===== config.mk =====
export PLATFORM = sky130hd
export DESIGN_NAME = unidade_exec
export DESIGN_NICKNAME = d
export VERILOG_FILES = /design/src/rtl/unidade_exec_pkg.sv /design/src/rtl/unidade_exec_mul.sv /design/src/rtl/unidade_exec.sv
export SDC_FILE = /design/constraint.sdc
export NUM_CORES = 1
export LEC_CHECK = 0
export ABC_AREA = 1
export CAP_MARGIN = 10
export CORE_MARGIN = 5
export CORE_UTILIZATION = 60
export DETAILED_ROUTE_END_ITERATION = 8
export PLACE_DENSITY_LB_ADDON = 0.2
export SLEW_MARGIN = 10
export SYNTH_ARGS = -nofsm -noshare
export SYNTH_HDL_FRONTEND = slang
export SYNTH_SLANG_ARGS = --single-unit

===== constraint.sdc =====
create_clock -name clk -period 2.5 [get_ports clk]
set_input_delay 0.25 -clock clk [delete_from_list [all_inputs] [get_ports clk]]
set_output_delay 0.25 -clock clk [all_outputs]
set_load 0.01 [all_outputs]

===== src/rtl/unidade_exec_pkg.sv =====
// unidade_exec_pkg: opcodes, FSM states, error bit indices and defaults shared by the execution stage
package unidade_exec_pkg;
  localparam int ACC_W_DEF = 8;
  localparam logic [3:0] OP_NOP = 4'h0;
  localparam logic [3:0] OP_LOAD = 4'h1;
  localparam logic [3:0] OP_ADD = 4'h2;
  localparam logic [3:0] OP_SUB = 4'h3;
  localparam logic [3:0] OP_AND = 4'h4;
  localparam logic [3:0] OP_OR = 4'h5;
  localparam logic [3:0] OP_XOR = 4'h6;
  localparam logic [3:0] OP_NOT = 4'h7;
  localparam logic [3:0] OP_SHL = 4'h8;
  localparam logic [3:0] OP_SHR = 4'h9;
  localparam logic [3:0] OP_MUL = 4'hA;
  localparam logic [3:0] OP_CLR = 4'hB;
  localparam logic [3:0] OP_ILLEGAL = 4'hC;
  localparam int ERR_ILL = 0;
  localparam int ERR_OVR = 1;
  typedef enum logic [1:0] {IDLE, EXEC, DONE} state_t;
endpackage


===== src/rtl/unidade_exec_mul.sv =====
// mul_serial: shift-add multiplier, one multiplier bit per run edge; prod/trunc show the value after the current step
module mul_serial #(
  parameter int AW = 8,
  parameter int BW = 4
) (
  input  logic          clk,
  input  logic          rst,
  input  logic          start,
  input  logic          run,
  input  logic [AW-1:0] a,
  input  logic [BW-1:0] b,
  output logic [AW-1:0] prod,
  output logic          trunc,
  output logic          done
);
  localparam int PW = AW + BW;
  localparam int KW = $clog2(BW + 1);
  localparam logic [KW-1:0] KLAST = KW'(BW - 1);
  logic [PW-1:0] p, mc, p_nxt;
  logic [BW-1:0] mb;
  logic [KW-1:0] k;
  assign p_nxt = p + (mb[0] ? mc : '0);
  assign prod = p_nxt[AW-1:0];
  assign trunc = |p_nxt[PW-1:AW];
  assign done = run && k == KLAST;
  // load operands on start, then accumulate one partial product per run edge
  always_ff @(posedge clk or posedge rst) begin
    if (rst) begin
      p <= '0;
      mc <= '0;
      mb <= '0;
      k <= '0;
    end else if (start) begin
      p <= '0;
      mc <= PW'(a);
      mb <= b;
      k <= '0;
    end else if (run) begin
      p <= p_nxt;
      mc <= mc << 1;
      mb <= mb >> 1;
      k <= k + 1'b1;
    end
  end
endmodule


===== src/rtl/unidade_exec.sv =====
// unidade_exec: accumulator execution stage; UNIDADE_EXEC_SAT_EN selects saturating ADD/SUB/MUL
module unidade_exec
  import unidade_exec_pkg::*;
#(
  parameter int ACC_W = ACC_W_DEF,
  parameter int MUL_BITS = 4
) (
  input  logic             clk,
  input  logic             rst,
  input  logic             Hab,
  input  logic             Fim_in,
  input  logic [3:0]       dados,
  input  logic [3:0]       oper,
  output logic [ACC_W-1:0] acc,
  output logic             flag_z,
  output logic             flag_c,
  output logic             Ocupado,
  output logic             Pronto,
  output logic [1:0]       Erro
);
`ifdef UNIDADE_EXEC_SAT_EN
  localparam bit SAT = 1'b1;
`else
  localparam bit SAT = 1'b0;
`endif
  state_t st;
  logic fim_d, rise, start, wa, c_nxt, fin, mul_last, mul_trunc;
  logic [3:0] op_q, dat_q;
  logic [2:0] cnt;
  logic [ACC_W-1:0] wr, sh_nxt, dat_x, res, mul_p;
  logic [ACC_W:0] sum, dif;
  assign rise = Fim_in & ~fim_d & Hab;
  assign start = rise && st == IDLE;
  assign dat_x = ACC_W'(dat_q);
  assign sum = {1'b0, acc} + {1'b0, dat_x};
  assign dif = {1'b0, acc} - {1'b0, dat_x};
  assign sh_nxt = cnt == 3'd0 ? wr : op_q == OP_SHL ? {wr[ACC_W-2:0], 1'b0} : {1'b0, wr[ACC_W-1:1]};
  assign fin = (op_q == OP_SHL || op_q == OP_SHR) ? cnt <= 3'd1 : op_q == OP_MUL ? mul_last : 1'b1;
  mul_serial #(.AW(ACC_W), .BW(MUL_BITS)) u_mul (
    .clk(clk),
    .rst(rst),
    .start(start),
    .run(st == EXEC && op_q == OP_MUL),
    .a(acc),
    .b(dados),
    .prod(mul_p),
    .trunc(mul_trunc),
    .done(mul_last)
  );
  // value and carry to commit when the current instruction finishes
  always_comb begin
    res = acc;
    c_nxt = flag_c;
    wa = 1'b1;
    case (op_q)
      OP_LOAD: res = dat_x;
      OP_ADD: begin
        res = SAT && sum[ACC_W] ? '1 : sum[ACC_W-1:0];
        c_nxt = sum[ACC_W];
      end
      OP_SUB: begin
        res = SAT && dif[ACC_W] ? '0 : dif[ACC_W-1:0];
        c_nxt = dif[ACC_W];
      end
      OP_AND: res = acc & dat_x;
      OP_OR: res = acc | dat_x;
      OP_XOR: res = acc ^ dat_x;
      OP_NOT: res = ~acc;
      OP_SHL: begin
        res = sh_nxt;
        c_nxt = cnt != 3'd0 && wr[ACC_W-1];
      end
      OP_SHR: res = sh_nxt;
      OP_MUL: begin
        res = SAT && mul_trunc ? '1 : mul_p;
        c_nxt = mul_trunc;
      end
      OP_CLR: begin
        res = '0;
        c_nxt = 1'b0;
      end
      default: wa = 1'b0;
    endcase
  end
  // control FSM with registered status outputs; abort leaves acc/flags untouched
  always_ff @(posedge clk or posedge rst) begin
    if (rst) begin
      st <= IDLE;
      fim_d <= 1'b0;
      op_q <= '0;
      dat_q <= '0;
      cnt <= '0;
      wr <= '0;
      acc <= '0;
      flag_z <= 1'b0;
      flag_c <= 1'b0;
      Ocupado <= 1'b0;
      Pronto <= 1'b0;
      Erro <= '0;
    end else begin
      fim_d <= Fim_in;
      Pronto <= 1'b0;
      if (rise && st != IDLE) Erro[ERR_OVR] <= 1'b1;
      case (st)
        IDLE: if (start) begin
          op_q <= oper;
          dat_q <= dados;
          cnt <= dados[2:0];
          wr <= acc;
          Ocupado <= 1'b1;
          st <= EXEC;
        end
        EXEC: if (!Hab) begin
          Ocupado <= 1'b0;
          st <= IDLE;
        end else begin
          wr <= sh_nxt;
          cnt <= cnt - 3'd1;
          if (fin) begin
            if (wa) begin
              acc <= res;
              flag_z <= res == '0;
            end
            flag_c <= c_nxt;
            if (op_q >= OP_ILLEGAL) Erro[ERR_ILL] <= 1'b1;
            Ocupado <= 1'b0;
            Pronto <= 1'b1;
            st <= DONE;
          end
        end
        default: st <= IDLE;
      endcase
    end
  end
endmodule

[Yosys cells after proc, flatten, opt, wreduce, memory -nomap -nowiden]
Index checks and enable logic that the tools add are counted.
Storage, ports and cells
  register bits after elaboration: 67
  output and inout bits: 14
  word-level logic and storage cells: 104
  input port bits: 12
Operators by class
  order comparisons: 2
  bitwise logic cells: 7
  $add $sub $neg: 5
  mux-type cells: 33
  equal/unequal tests: 16
  reduce and logical (&&, ||, !) cells: 24
Operator list (number)
  $pmux W8 S10: 1
  $mux W12: 5
  $mux W8: 4
  $eq A4 B3 Y1 const B: 4
  $eq A4 B4 Y1 const B: 4
  $pmux W8 S2: 1
  $add A12 B12 Y12: 1
  $mux W3: 4
  $reduce_and A4 Y1: 3
  $reduce_or A11 Y1: 1
  $add A8 B4 Y9: 1
  $mux W1: 9
  $sub A8 B4 Y9: 1
  $and A8 B4 Y8: 1
  $eq A4 B2 Y1 const B: 2
  $logic_not A8 Y1: 1
  $mux W4: 2
  $not A8 Y8: 1
  $or A8 B4 Y8: 1
  $xor A8 B4 Y8: 1
  $mux W2: 3
  $pmux W3 S2: 1
  $reduce_and A3 Y1: 2
  $reduce_bool A2 Y1: 3
  other kinds (23): 30

[Longest topological paths before layout]
  depth in word-level cells: 8
  depth in mapped cells: 20

[Cells and area by module]
From an unflattened synthesis, not the netlist that was laid out.
Second synthesis, totals
  cells, all modules: 713
  area, all modules: 4835.9 sq um
Modules (own cells, without submodules)
  unidade_exec: area an instance 2800.2 sq um, instances 1, cells each 428, sequential area each 900.9 sq um
  mul_serial: area an instance 2035.7 sq um, instances 1, cells each 285, sequential area each 775.7 sq um

[Worst setup path before layout]
No wires, ideal clock.
  kind: register -> register
  start: reg u_mul.mb[0]
  end: reg flag_z
  required time: 2435 ps
  cell stages (with the launch flop): 18
  setup slack: 271 ps
  arrival time: 2164 ps
  buffers on the path: 1
  path through: dfrtp_1 clkbuf_1 nand2_1 inv_1 ha_1 inv_1 fa_1 inv_1 nand3_1 nand2_1 nand3_1 nand2_1 nand2_1 nand3_1 nand4_1 nor2_1 nand3_1 nand2_1
On the way
  word-level cells in the longest chain between the ends: 4
RTL lines
  from (decl): line unidade_exec_mul.sv:20  | logic [BW-1:0] mb;
  from (signal assigned): line unidade_exec_mul.sv:41  | mb <= mb >> 1;
  $mux W12: line unidade_exec_mul.sv:22  | assign p_nxt = p + (mb[0] ? mc : '0);
  $add A12 B12 Y12: line unidade_exec_mul.sv:22
  $pmux W8 S10: line unidade_exec.sv:55  | case (op_q)
  $logic_not A8 Y1: line unidade_exec.sv:122  | flag_z <= res == '0;
  to (signal assigned): line unidade_exec.sv:95  | flag_z <= 1'b0;
  to (signal assigned): line unidade_exec.sv:122
  to (decl): line unidade_exec.sv:15  | output logic flag_z,
Every way passes these cells.
A chain may end at the register's enable or synchronous reset.

[Worst setup path in the final report]
  start: reg u_mul.mb[0]
  end: reg flag_c
On the way
  word-level cells in the longest chain between the ends: 4
RTL lines
  $mux W12: line unidade_exec_mul.sv:22
  $add A12 B12 Y12: line unidade_exec_mul.sv:22
  $reduce_or A4 Y1: line unidade_exec_mul.sv:24  | assign trunc = |p_nxt[PW-1:AW];
  $pmux W1 S5: line unidade_exec.sv:55
  to (signal assigned): line unidade_exec.sv:124  | flag_c <= c_nxt;
  to (decl): line unidade_exec.sv:16  | output logic flag_c,
Every way passes these cells.

==> run metrics <==
Critical Path RT 2.76 ns; clock skew 0.0134 ns; length of routed met3 wiring 920 µm; die extent in y 98.8 µm; FMAX 438 MHz; Top Metal Used met5; CORE AREA 7690 µm²; hold_buf cts 0; Cell Rows 32; syn_area_per_cell 7.09 µm²; clock-pin slew on the worst setup and hold paths 0.08 ns; Setup TNS 0 ns; synthesized cell area 4730 µm²; largest cells by area after synthesis dfrtp_1 35%, nand2_1 15%, ha_1 7.7%; CTS H-tree depth 3; I/O pin count 26; global-route wire length before repair 22000 µm; Area Growth Syn to Fin 13.3%; status finished, final reports clean; fraction of layout cells with a size suffix above 1 0.0948; final setup fails 0; TritonRoute pass-1 iters 5; worst hold slack 0.300 ns; drt initial violations 335; Slew HR 0.561; post-synthesis net count 711; nets 747; EDFF count, synth 0; CTS tree built; initial core utilization 0.615; Main synth FF type dfrtp_1; Fillers 659; Seq/Total Area, Yosys 0.354; Worst Path Max Fanout 6; diodes inserted 0; CTS sink count 67; initial antenna violation count 1; Setup crit end kind register; Final Hold Fails 0; maximum clock path buffer count 2; sequential cell area 1680 µm²; P per Cell Area 860 nW/µm²; M1 WL 5700 µm; All-Layer GR Usage 0.284; via count 4696; Clk Latency, worst-skew pair 0.36 ns; Synth top area share 0.354; Final ANT Viol Nets 0; Tmin final 2.28 ns; MaxCap Viol Count 0; Setup Crit Path Kind reg2reg; wire length per cell 16.6 µm; grt total ovfl 0; Worst-Margin Slew 0.657 ns; pin count of the biggest net entering global routing 40; peak supply drop 464 µV; area of the multi-input gates 2630 µm²; largest area contributor in the synthesized netlist dfrtp_1; count of different cell masters after synthesis 44; Yosys reg bits 67; final WL 13400 µm; LEAKAGE 2.72 nW; Synth warnings 0; chip width 98.8 µm; Final Slew Violations 0; Post-Syn Instances 667; most common cell after layout, fill and taps aside nand2_1; number of global-route vias before repair 4521; metal2 WL 6290 µm; Tcrit/Tclk final 0.913; ys async rst share 1.00; dpl hpwl 10100 µm; DRC 0; I/O Buffers 25; mean number of vias per cell 5.80; clock root buffer clkbuf_8; CTS buffer count 9; RSZ-0062 raised after global routing false; routability cong. 0.933; CP arrival 2.54 ns; Min-Delay Path Class in2async; die area 9760 µm²; crit start category register; most frequent cells in the layout 184 x nand2_1, 88 x inv_1, 66 x dfrtp_1
==> layer usage <==
layer  vias to the layer above  global-route usage
met5                         -                   0
met4                         2               0.131
met3                        41              0.0446
met2                       205               0.450
met1                      2208               0.383
li1                       2240                   -
==> Yosys cell counts (4+ instances only) <==
master and instances:
a21oi_1 25, a22o_1 5, a22oi_1 5, buf_2 5, clkbuf_1 9, dfrtp_1 67, ha_1 29, inv_1 90
inv_2 4, nand2_1 185, nand2_2 4, nand3_1 52, nand4_1 5, nor2_1 58, nor2_2 8, nor3_1 5
o211ai_1 5, o21ai_0 54, o21ai_1 4, o22ai_1 11
==> sequential cells by signal, summed over array words and instances, names as in the netlist <==
signal    cells
op_q          4
cnt           3
flag_z        1
flag_c        1
dat_q         4
Ocupado       1
fim_d         1
Erro          2
acc           8
st            2
wr            8
Pronto        1
u_mul.mb      4
u_mul.k       3
u_mul.p      12
u_mul.mc     12
==> stage by stage <==
stage                     power [mW]  instance area, µm²  std cells   util  worst slack, ns
after global placement          3.69                5150        793  0.671            0.266
after floorplan                 2.98                4730        667      -            0.271
after CTS                       4.53                5320        808  0.692            0.141
after global routing            4.94                5360        809  0.697          0.00543
after detailed placement        3.72                5150        793  0.671            0.180
final                           4.60                5360        809  0.697            0.218
==> path summary, 6_finish.rpt <==
path | startpoint | slack [ns] | cells after the start | to
worst max-delay path | u_mul.mb[0] | 0.22 | 17 | flag_c
worst min-delay path | rst | 0.30 | 2 | st[0]
worst max register to register | u_mul.mb[0] | 0.22 | 17 | flag_c
worst min register to register | Erro[1] | 0.47 | 1 | Erro[1]
max in group asynchronous | rst | 1.53 | 3 | wr[4]
min in group clk | Fim_in | 0.38 | 1 | fim_d
==> worst max-delay path, stage by stage, from the launching register on <==
cell and delay, ns:
dfrtp_2 0.44, clkbuf_2 0.15, buf_4 0.16, nand2_1 0.06, inv_1 0.05, ha_1 0.32
inv_1 0.12, o21ai_0 0.09, a21oi_1 0.17, nand3_1 0.11, nand2_1 0.07, nand2_1 0.07
nor2_2 0.12, nand2_1 0.06, nand2_1 0.06, nand2_1 0.04, nand2_1 0.06, nand2_1 0.05
==> kinds of logic (layout without fill, tap and decap cells) <==
family	count (synthesis)	count (layout)	synth area share
AOI/OAI and AO/OA	123	123	0.152
buffers and inverters	113	153	0.0950
and+or+nand+nor	329	329	0.304
adders and majority gates	32	32	0.0894
xor gates and xnor gates	3	3	0.00556
DFF	67	67	0.354
==> power breakdown <==
| part | total [mW] | switching (mW) | leakage (nW) | internal [mW] |
|---|---|---|---|---|
| clock | 0.810 | 0.455 | 0.0815 | 0.355 |
| combinational | 2.17 | 1.35 | 1.78 | 0.819 |
| sequential | 1.62 | 0.280 | 0.859 | 1.34 |
| total | 4.60 | 2.09 | 2.72 | 2.52 |
==> timing repair <==
action | 4_1_cts | 5_1_grt
resized for setup | 0 | 9
setup endpoints to repair | 0 | 3
buffers inserted | 0 | 1
==> final cells by class <==
| type | instances | share of cell area |
|---|---|---|
| repair buffers | 43 | 0.0738 |
| well taps | 102 | 0.0238 |
| clock inverters | 6 | 0.00794 |
| clock buffers | 9 | 0.0231 |
| flip-flops and latches | 67 | 0.313 |
| multi-input cells | 487 | 0.491 |
| inverters | 95 | 0.0666 |
(Power assumes the default switching activity.)
